===== src/rtl/spi_mmio_pkg.sv =====
// Shared constants for the SPI memory bridge: MMIO window offsets, STAT bit
// positions and the read-return select encoding.
package spi_mmio_pkg;

    localparam logic [3:0] MMIO_TC   = 4'h0;
    localparam logic [3:0] MMIO_CON  = 4'h1;
    localparam logic [3:0] MMIO_STAT = 4'h2;
    localparam logic [3:0] MMIO_CYC0 = 4'h4;
    localparam logic [3:0] MMIO_CYC1 = 4'h5;
    localparam logic [3:0] MMIO_CYC2 = 4'h6;
    localparam logic [3:0] MMIO_CYC3 = 4'h7;
    localparam logic [3:0] MMIO_HALT = 4'h8;

    localparam int STAT_FULL  = 0;
    localparam int STAT_EMPTY = 1;
    localparam int STAT_OVF   = 2;

    typedef enum logic {
        RD_RAM  = 1'b0,
        RD_MMIO = 1'b1
    } rd_sel_e;

endpackage


===== src/rtl/sync_fifo.sv =====
// Single-clock FIFO; a pop frees a slot in the same cycle, so push is accepted
// when full if a pop happens alongside it. Pop on empty is ignored.
module sync_fifo #(
    parameter int WIDTH = 8,
    parameter int DEPTH = 16
) (
    input  logic             clk,
    input  logic             rst,
    input  logic             push,
    input  logic [WIDTH-1:0] push_data,
    input  logic             pop,
    output logic             full,
    output logic             empty,
    output logic [WIDTH-1:0] head
);
    localparam int PTR_W = $clog2(DEPTH);

    logic [WIDTH-1:0] mem_q [DEPTH];
    logic [PTR_W-1:0] wr_ptr_q, wr_ptr_d;
    logic [PTR_W-1:0] rd_ptr_q, rd_ptr_d;
    logic [PTR_W:0]   cnt_q, cnt_d;
    logic             push_ok, pop_ok;

    assign full  = (cnt_q == (PTR_W+1)'(DEPTH));
    assign empty = (cnt_q == '0);
    assign head  = mem_q[rd_ptr_q];

    always_comb begin
        pop_ok   = pop & ~empty;
        push_ok  = push & (~full | pop_ok);
        wr_ptr_d = push_ok ? wr_ptr_q + PTR_W'(1) : wr_ptr_q;
        rd_ptr_d = pop_ok  ? rd_ptr_q + PTR_W'(1) : rd_ptr_q;
        cnt_d    = cnt_q + (PTR_W+1)'(push_ok) - (PTR_W+1)'(pop_ok);
    end

    always_ff @(posedge clk) begin
        if (rst) begin
            wr_ptr_q <= '0;
            rd_ptr_q <= '0;
            cnt_q    <= '0;
        end else begin
            wr_ptr_q <= wr_ptr_d;
            rd_ptr_q <= rd_ptr_d;
            cnt_q    <= cnt_d;
        end
    end

    // Storage needs no reset: entries are only read once counted valid.
    always_ff @(posedge clk) begin
        if (push_ok) mem_q[wr_ptr_q] <= push_data;
    end

endmodule


===== src/rtl/spi_mem_mmio_bridge.sv =====
// Routes spi_sram_slave memory strobes to an external 1-cycle RAM, except a
// 16-byte MMIO window holding test-case, console FIFO, cycle counter and halt.
module spi_mem_mmio_bridge
    import spi_mmio_pkg::*;
#(
    parameter int          ADDR_W     = 24,
    parameter logic [15:0] MMIO_BASE  = 16'hFE00,
    parameter int          FIFO_DEPTH = 16
) (
    input  logic              clk,
    input  logic              rst,
    input  logic              mem_en,
    input  logic              mem_wr,
    input  logic [ADDR_W-1:0] mem_addr,
    input  logic [7:0]        mem_wdata,
    output logic [7:0]        mem_rdata,
    output logic              ram_en,
    output logic              ram_wr,
    output logic [ADDR_W-1:0] ram_addr,
    output logic [7:0]        ram_wdata,
    input  logic [7:0]        ram_rdata,
    output logic [7:0]        tc,
    output logic              halt,
    output logic              con_valid,
    output logic [7:0]        con_data,
    input  logic              con_ready
);
    logic       in_window;
    logic [3:0] off;
    logic       rd_acc, wr_acc;
    logic       fifo_push, fifo_push_ok, fifo_full, fifo_empty;
    logic [7:0] mmio_rd_val;

    logic [7:0]  tc_q, tc_d;
    logic        halt_q, halt_d;
    logic        ovf_q, ovf_d;
    logic [7:0]  last_push_q, last_push_d;
    logic [31:0] cyc_q, cyc_d;
    logic [31:0] snap_q, snap_d;
    rd_sel_e     rd_sel_q, rd_sel_d;
    logic [7:0]  mmio_rdata_q, mmio_rdata_d;

    // Only addr[15:4] decodes; the window aliases across all upper pages.
    assign in_window = (mem_addr[15:4] == MMIO_BASE[15:4]);
    assign off       = mem_addr[3:0];
    assign rd_acc    = mem_en & ~mem_wr & in_window;
    assign wr_acc    = mem_en &  mem_wr & in_window;

    assign ram_en    = mem_en & ~in_window;
    assign ram_wr    = mem_wr;
    assign ram_addr  = mem_addr;
    assign ram_wdata = mem_wdata;

    assign fifo_push    = wr_acc & (off == MMIO_CON);
    assign fifo_push_ok = fifo_push & (~fifo_full | con_ready);

    sync_fifo #(.WIDTH(8), .DEPTH(FIFO_DEPTH)) u_con_fifo (
        .clk       (clk),
        .rst       (rst),
        .push      (fifo_push),
        .push_data (mem_wdata),
        .pop       (con_ready),
        .full      (fifo_full),
        .empty     (fifo_empty),
        .head      (con_data)
    );

    assign con_valid = ~fifo_empty;
    assign tc        = tc_q;
    assign halt      = halt_q;
    assign mem_rdata = (rd_sel_q == RD_MMIO) ? mmio_rdata_q : ram_rdata;

    always_comb begin
        mmio_rd_val = 8'h00;
        case (off)
            MMIO_TC:   mmio_rd_val = tc_q;
            MMIO_CON:  mmio_rd_val = last_push_q;
            MMIO_STAT: mmio_rd_val = {5'b0, ovf_q, fifo_empty, fifo_full};
            MMIO_CYC0: mmio_rd_val = cyc_q[7:0];
            MMIO_CYC1: mmio_rd_val = snap_q[15:8];
            MMIO_CYC2: mmio_rd_val = snap_q[23:16];
            MMIO_CYC3: mmio_rd_val = snap_q[31:24];
            default:   mmio_rd_val = 8'h00;
        endcase
    end

    always_comb begin
        tc_d         = tc_q;
        halt_d       = halt_q;
        ovf_d        = ovf_q;
        last_push_d  = last_push_q;
        snap_d       = snap_q;
        rd_sel_d     = rd_sel_q;
        mmio_rdata_d = mmio_rdata_q;
        cyc_d        = cyc_q + 32'd1;

        if (wr_acc && off == MMIO_TC)   tc_d   = mem_wdata;
        if (wr_acc && off == MMIO_HALT) halt_d = 1'b1;
        if (fifo_push_ok)               last_push_d = mem_wdata;
        if (fifo_push && !fifo_push_ok) ovf_d = 1'b1;
        if (wr_acc && off == MMIO_STAT && mem_wdata[STAT_OVF]) ovf_d = 1'b0;
        // CYC0 latches the whole counter so CYC1..3 read a coherent value.
        if (rd_acc && off == MMIO_CYC0) snap_d = cyc_q;

        if (mem_en) begin
            rd_sel_d = in_window ? RD_MMIO : RD_RAM;
            if (in_window) mmio_rdata_d = mmio_rd_val;
        end
    end

    always_ff @(posedge clk) begin
        if (rst) begin
            tc_q         <= 8'h00;
            halt_q       <= 1'b0;
            ovf_q        <= 1'b0;
            last_push_q  <= 8'h00;
            cyc_q        <= 32'h0;
            snap_q       <= 32'h0;
            rd_sel_q     <= RD_RAM;
            mmio_rdata_q <= 8'h00;
        end else begin
            tc_q         <= tc_d;
            halt_q       <= halt_d;
            ovf_q        <= ovf_d;
            last_push_q  <= last_push_d;
            cyc_q        <= cyc_d;
            snap_q       <= snap_d;
            rd_sel_q     <= rd_sel_d;
            mmio_rdata_q <= mmio_rdata_d;
        end
    end

endmodule

===== config.mk =====
export PLATFORM = sky130hd
export DESIGN_NAME = spi_mem_mmio_bridge
export DESIGN_NICKNAME = d
export VERILOG_FILES = /design/src/rtl/spi_mmio_pkg.sv /design/src/rtl/sync_fifo.sv /design/src/rtl/spi_mem_mmio_bridge.sv
export SDC_FILE = /design/constraint.sdc
export NUM_CORES = 1
export LEC_CHECK = 0
export ABC_CLOCK_PERIOD_IN_PS = 2800
export BUFFER_PORTS_ARGS = -buffer_cell sky130_fd_sc_hd__buf_2
export CAP_MARGIN = 20
export CORE_ASPECT_RATIO = 0.5
export CORE_MARGIN = 2
export CORE_UTILIZATION = 50
export DETAILED_ROUTE_END_ITERATION = 8
export GPL_ROUTABILITY_DRIVEN = 1
export PLACE_DENSITY = 0.78
export SLEW_MARGIN = 5
export SYNTH_ARGS = -nofsm -noshare
export SYNTH_HDL_FRONTEND = slang
export SYNTH_SLANG_ARGS = --single-unit

===== constraint.sdc =====
create_clock -name clk -period 2.8 [get_ports clk]
set_clock_uncertainty 0.1 [all_clocks]
set_input_delay 0 -clock clk [delete_from_list [all_inputs] [get_ports clk]]
set_output_delay 0 -clock clk [all_outputs]
set_load 0.1 [all_outputs]

==> results.md <==
* Outcome: complete, no violations
* Pwr Total at 8.37 mW
* WP data arrival at 2.95 ns
* WP data required at 3.09 ns
* Vias per cell at 5.50
* Count of cell types in the netlist at 52
* CTS Root Cell: clkbuf_16
* Routability Congestion at 0.835
* Worst Setup Start Kind: flip-flop
* Slowest CP cell: or4b_4
* Fin nets at 899
* Area of the mapped netlist at 9770 sq um
* Vias post-DR at 6163
* Final core occ at 58.4%
* Filler Cells Inserted at 1478
* Post-DRT Antenna Nets at 0
* WP buf/inv at 2
* Iteration-0 DRC Markers at 475
* Dpl hpwl at 14100 um
* TritonCTS Buffers at 20
* Hold Path Class: in2reg
* CTS tree: done
* Layout cells sized above 1 at 26.9%
* PD cells at 741 nW/um^2
* Ys Warns at 0
* Core ar. at 19300 sq um
* Crit path kind: reg2reg
* Placed insts at 1056
* Reg-to-reg slack, setup at 0.13 ns
* Lkg Pwr at 4.01 nW
* Crit-path cells: inv_2 -> ha_2 -> or4b_4 -> and2_4 -> ha_4 -> inv_2 -> ha_4 -> fa_2 -> a21oi_2 -> nor2_1 -> nor2_1 -> xnor2_1 -> nor2_1
* Post-Place Cell Area at 10400 sq um
* Total grt overflow at 0
* Register area share after synthesis at 59.9%
* Largest delay share family, worst path: adder cells
* Clk Latency, worst-skew pair at 0.50 ns
* Area Overhead vs Synth at 15.6%
* RSZ-0062 raised after global routing: false
* Die ar. at 20700 sq um
* Ports at 105
* Initial antenna violation count at 0
* TritonRoute pass-1 iters at 5
* First-pass GRT wire length at 33100 um
* Crit-path max cell delay at 0.46 ns
* Worst-path clk slew at 0.07 ns
* Post-synth EDFFs at 128
* Post-Layout Cell Count at 1121
* Routed WL at 21500 um
* Slew Limit Headroom at 34.7%
* Core Rows at 36
* FFs w/ async S/R, synth at 0%
* Syn_nets at 805
* Post-route cell area at 11300 sq um
* Wirelength per Cell at 19.2 um
* Prevailing post-synth register cell: edfxtp_1
* Yosys reg bits at 228
* Pins over their slew limit at 0
* # diodes at 0
* Die height at 103 um
* Peak supply drop at 482 uV
* Final cycle utilization of the critical path at 95.3%
* Min Tclk post-route at 2.67 ns
* Die W at 202 um
* Syn Inst Count at 747
* Max FO, Critical Path at 2
* Worst Max-Slew Pin Slew at 0.976 ns
* CP dominant cell by count: nor2_1
* IO buf count at 88
* Element type at the critical path end: flip-flop
* Max H-tree Level at 1
* Fmax at 375 MHz
* Mapped Avg Cell Area at 13.1 sq um
* CTS Buffer Depth at 3
* Number of global-route vias before repair at 5921
* Drt drc at 0
* Max cap viols at 0
* Sink Count at 228
* Setup TNS at 0 ns
* Largest net degree at the start of global routing at 44
* Starting Density at 50.5%
* Tot GR Track Use at 20.8%
* Fin. Hold Viols at 0
* Setup-failing EPs final at 0
==> layout make-up <==
cell class              instances  area, sq um  share of cell area (%)
clock buffers                  27          568                    5.03
clock inverters                 9         65.1                   0.576
inverters                      12         45.0                   0.399
multi-input cells             435         3480                    30.8
flip-flops and latches        228         5850                    51.8
well taps                     266          333                    2.95
repair buffers                144          947                    8.39
==> power by group <==
group / switching, mW / total, mW / internal, mW / leakage [nW]
combinational: 1.31 / 2.06 / 0.748 / 1.74
sequential: 0.0541 / 3.65 / 3.59 / 1.96
clock: 1.21 / 2.66 / 1.45 / 0.309
total: 2.58 / 8.37 / 5.79 / 4.01
==> synth_stat cells (9+ instances only) <==
| cell type | number | area [sq um] |
|---|---|---|
| o21ai_0 | 10 | 50.1 |
| buf_4 | 37 | 278 |
| xnor2_1 | 11 | 96.3 |
| xor2_1 | 28 | 245 |
| nor3_1 | 9 | 45.0 |
| buf_2 | 11 | 55.1 |
| ha_1 | 12 | 150 |
| clkbuf_1 | 14 | 52.6 |
| mux4_2 | 45 | 1010 |
| nor2_1 | 86 | 323 |
| mux2i_1 | 27 | 270 |
| edfxtp_1 | 128 | 3840 |
| dfxtp_1 | 100 | 2000 |
| and3_1 | 9 | 56.3 |
| a21oi_1 | 34 | 170 |
| inv_1 | 12 | 45.0 |
| nand3_1 | 10 | 50.1 |
| nand2_1 | 74 | 278 |
| nand4_1 | 20 | 125 |
==> timing repair <==
| item | 4_1_cts | 5_1_grt |
|---|---|---|
| setup buffers | 0 | 2 |
| endpoints found under the hold margin | 182 | 0 |
| setup endpoints to repair | 0 | 62 |
| resized for setup | 0 | 5 |
| hold buffers | 27 | 0 |
==> state kept, by name, summed over array words and instances (netlist names), named ones only <==
| signal | count |
|---|---|
| ovf_q | 1 |
| u_con_fifo.rd_ptr_q | 4 |
| mmio_rdata_q | 8 |
| u_con_fifo.cnt_q | 5 |
| last_push_q | 8 |
| halt | 1 |
| rd_sel_q | 1 |
| tc | 8 |
| cyc_q | 32 |
| u_con_fifo.mem_q | 128 |
| snap_q | 24 |
| u_con_fifo.wr_ptr_q | 4 |
==> placed cells by master, fill, tap and decap left out, types with 2 or more instances in the layout <==
cell / netlist / routed
a21oi_1: 34 / 33
a22oi_1: 2 / 2
a31oi_1: 2 / 2
and2_1: 4 / 3
and3_1: 9 / 9
and4_1: 5 / 5
buf_2: 11 / 88
buf_4: 37 / 27
clkbuf_1: 14 / 4
clkbuf_16: 0 / 21
clkbuf_8: 0 / 2
clkinv_2: 0 / 5
clkinvlp_4: 0 / 2
dfxtp_1: 100 / 97
dfxtp_2: 0 / 3
dlygate4sd3_1: 0 / 26
edfxtp_1: 128 / 128
ha_1: 12 / 9
ha_4: 0 / 2
inv_1: 12 / 9
inv_2: 0 / 3
mux2_2: 8 / 8
mux2i_1: 27 / 27
mux4_2: 45 / 45
nand2_1: 74 / 74
nand2b_1: 4 / 4
nand3_1: 10 / 10
nand4_1: 20 / 20
nor2_1: 86 / 83
nor2_2: 2 / 5
nor2b_1: 8 / 8
nor3_1: 9 / 9
nor4b_4: 2 / 2
o21ai_0: 10 / 10
o22ai_1: 2 / 2
xnor2_1: 11 / 11
xor2_1: 28 / 28
==> final timing paths <==
| kind | depth (start not counted) | from | endpoint |
|---|---|---|---|
| max | 13 | u_con_fifo.cnt_q[3]$_SDFF_PP0_ | u_con_fifo.cnt_q[4]$_SDFF_PP0_ |
| max reg2reg | 13 | u_con_fifo.cnt_q[3]$_SDFF_PP0_ | u_con_fifo.cnt_q[4]$_SDFF_PP0_ |
| min reg2reg | 2 | snap_q[25]$_SDFFE_PP0P_ | snap_q[25]$_SDFFE_PP0P_ |
| min | 4 | mem_wr | tc[4]$_SDFFE_PP0P_ |
==> worst min-delay path, stage by stage <==
cell and delay [ns]:
buf_2 0.15, nand4_2 0.24, mux2i_1 0.12, nor2_1 0.07
==> routing by layer <==
metal,share of wire [%],global-route usage (%),vias to the layer above
li1,-,-,2866
met1,44,28.4,3075
met2,50,36.4,202
met3,5.4,3.16,20
met4,1.2,3.85,0
met5,0,0,-
==> stage by stage <==
stage	setup WS [ns]	hold WS (ns)
2_1_floorplan	-0.188	-0.00113
3_3_place_gp	0.116	-0.0993
3_5_place_dp	0.0862	-0.0993
4_1_cts	0.0587	0.00912
5_1_grt	0.00978	0.0355
6_report	0.132	0.0190
==> kinds of logic (layout without fill, tap and decap cells) <==
family                     Yosys count  count (layout)  synth area share (%)
DFF                                228             228                  59.9
adders and majority gates           13              13                  1.74
xor gates and xnor gates            40              40                  3.66
AOI/OAI and AO/OA                   57              57                  3.28
buffers and inverters               84             192                  5.02
and+or+nand+nor                    245             245                  12.4
muxes                               80              80                  14.1
No activity file was read; power rests on OpenSTA's default activity.
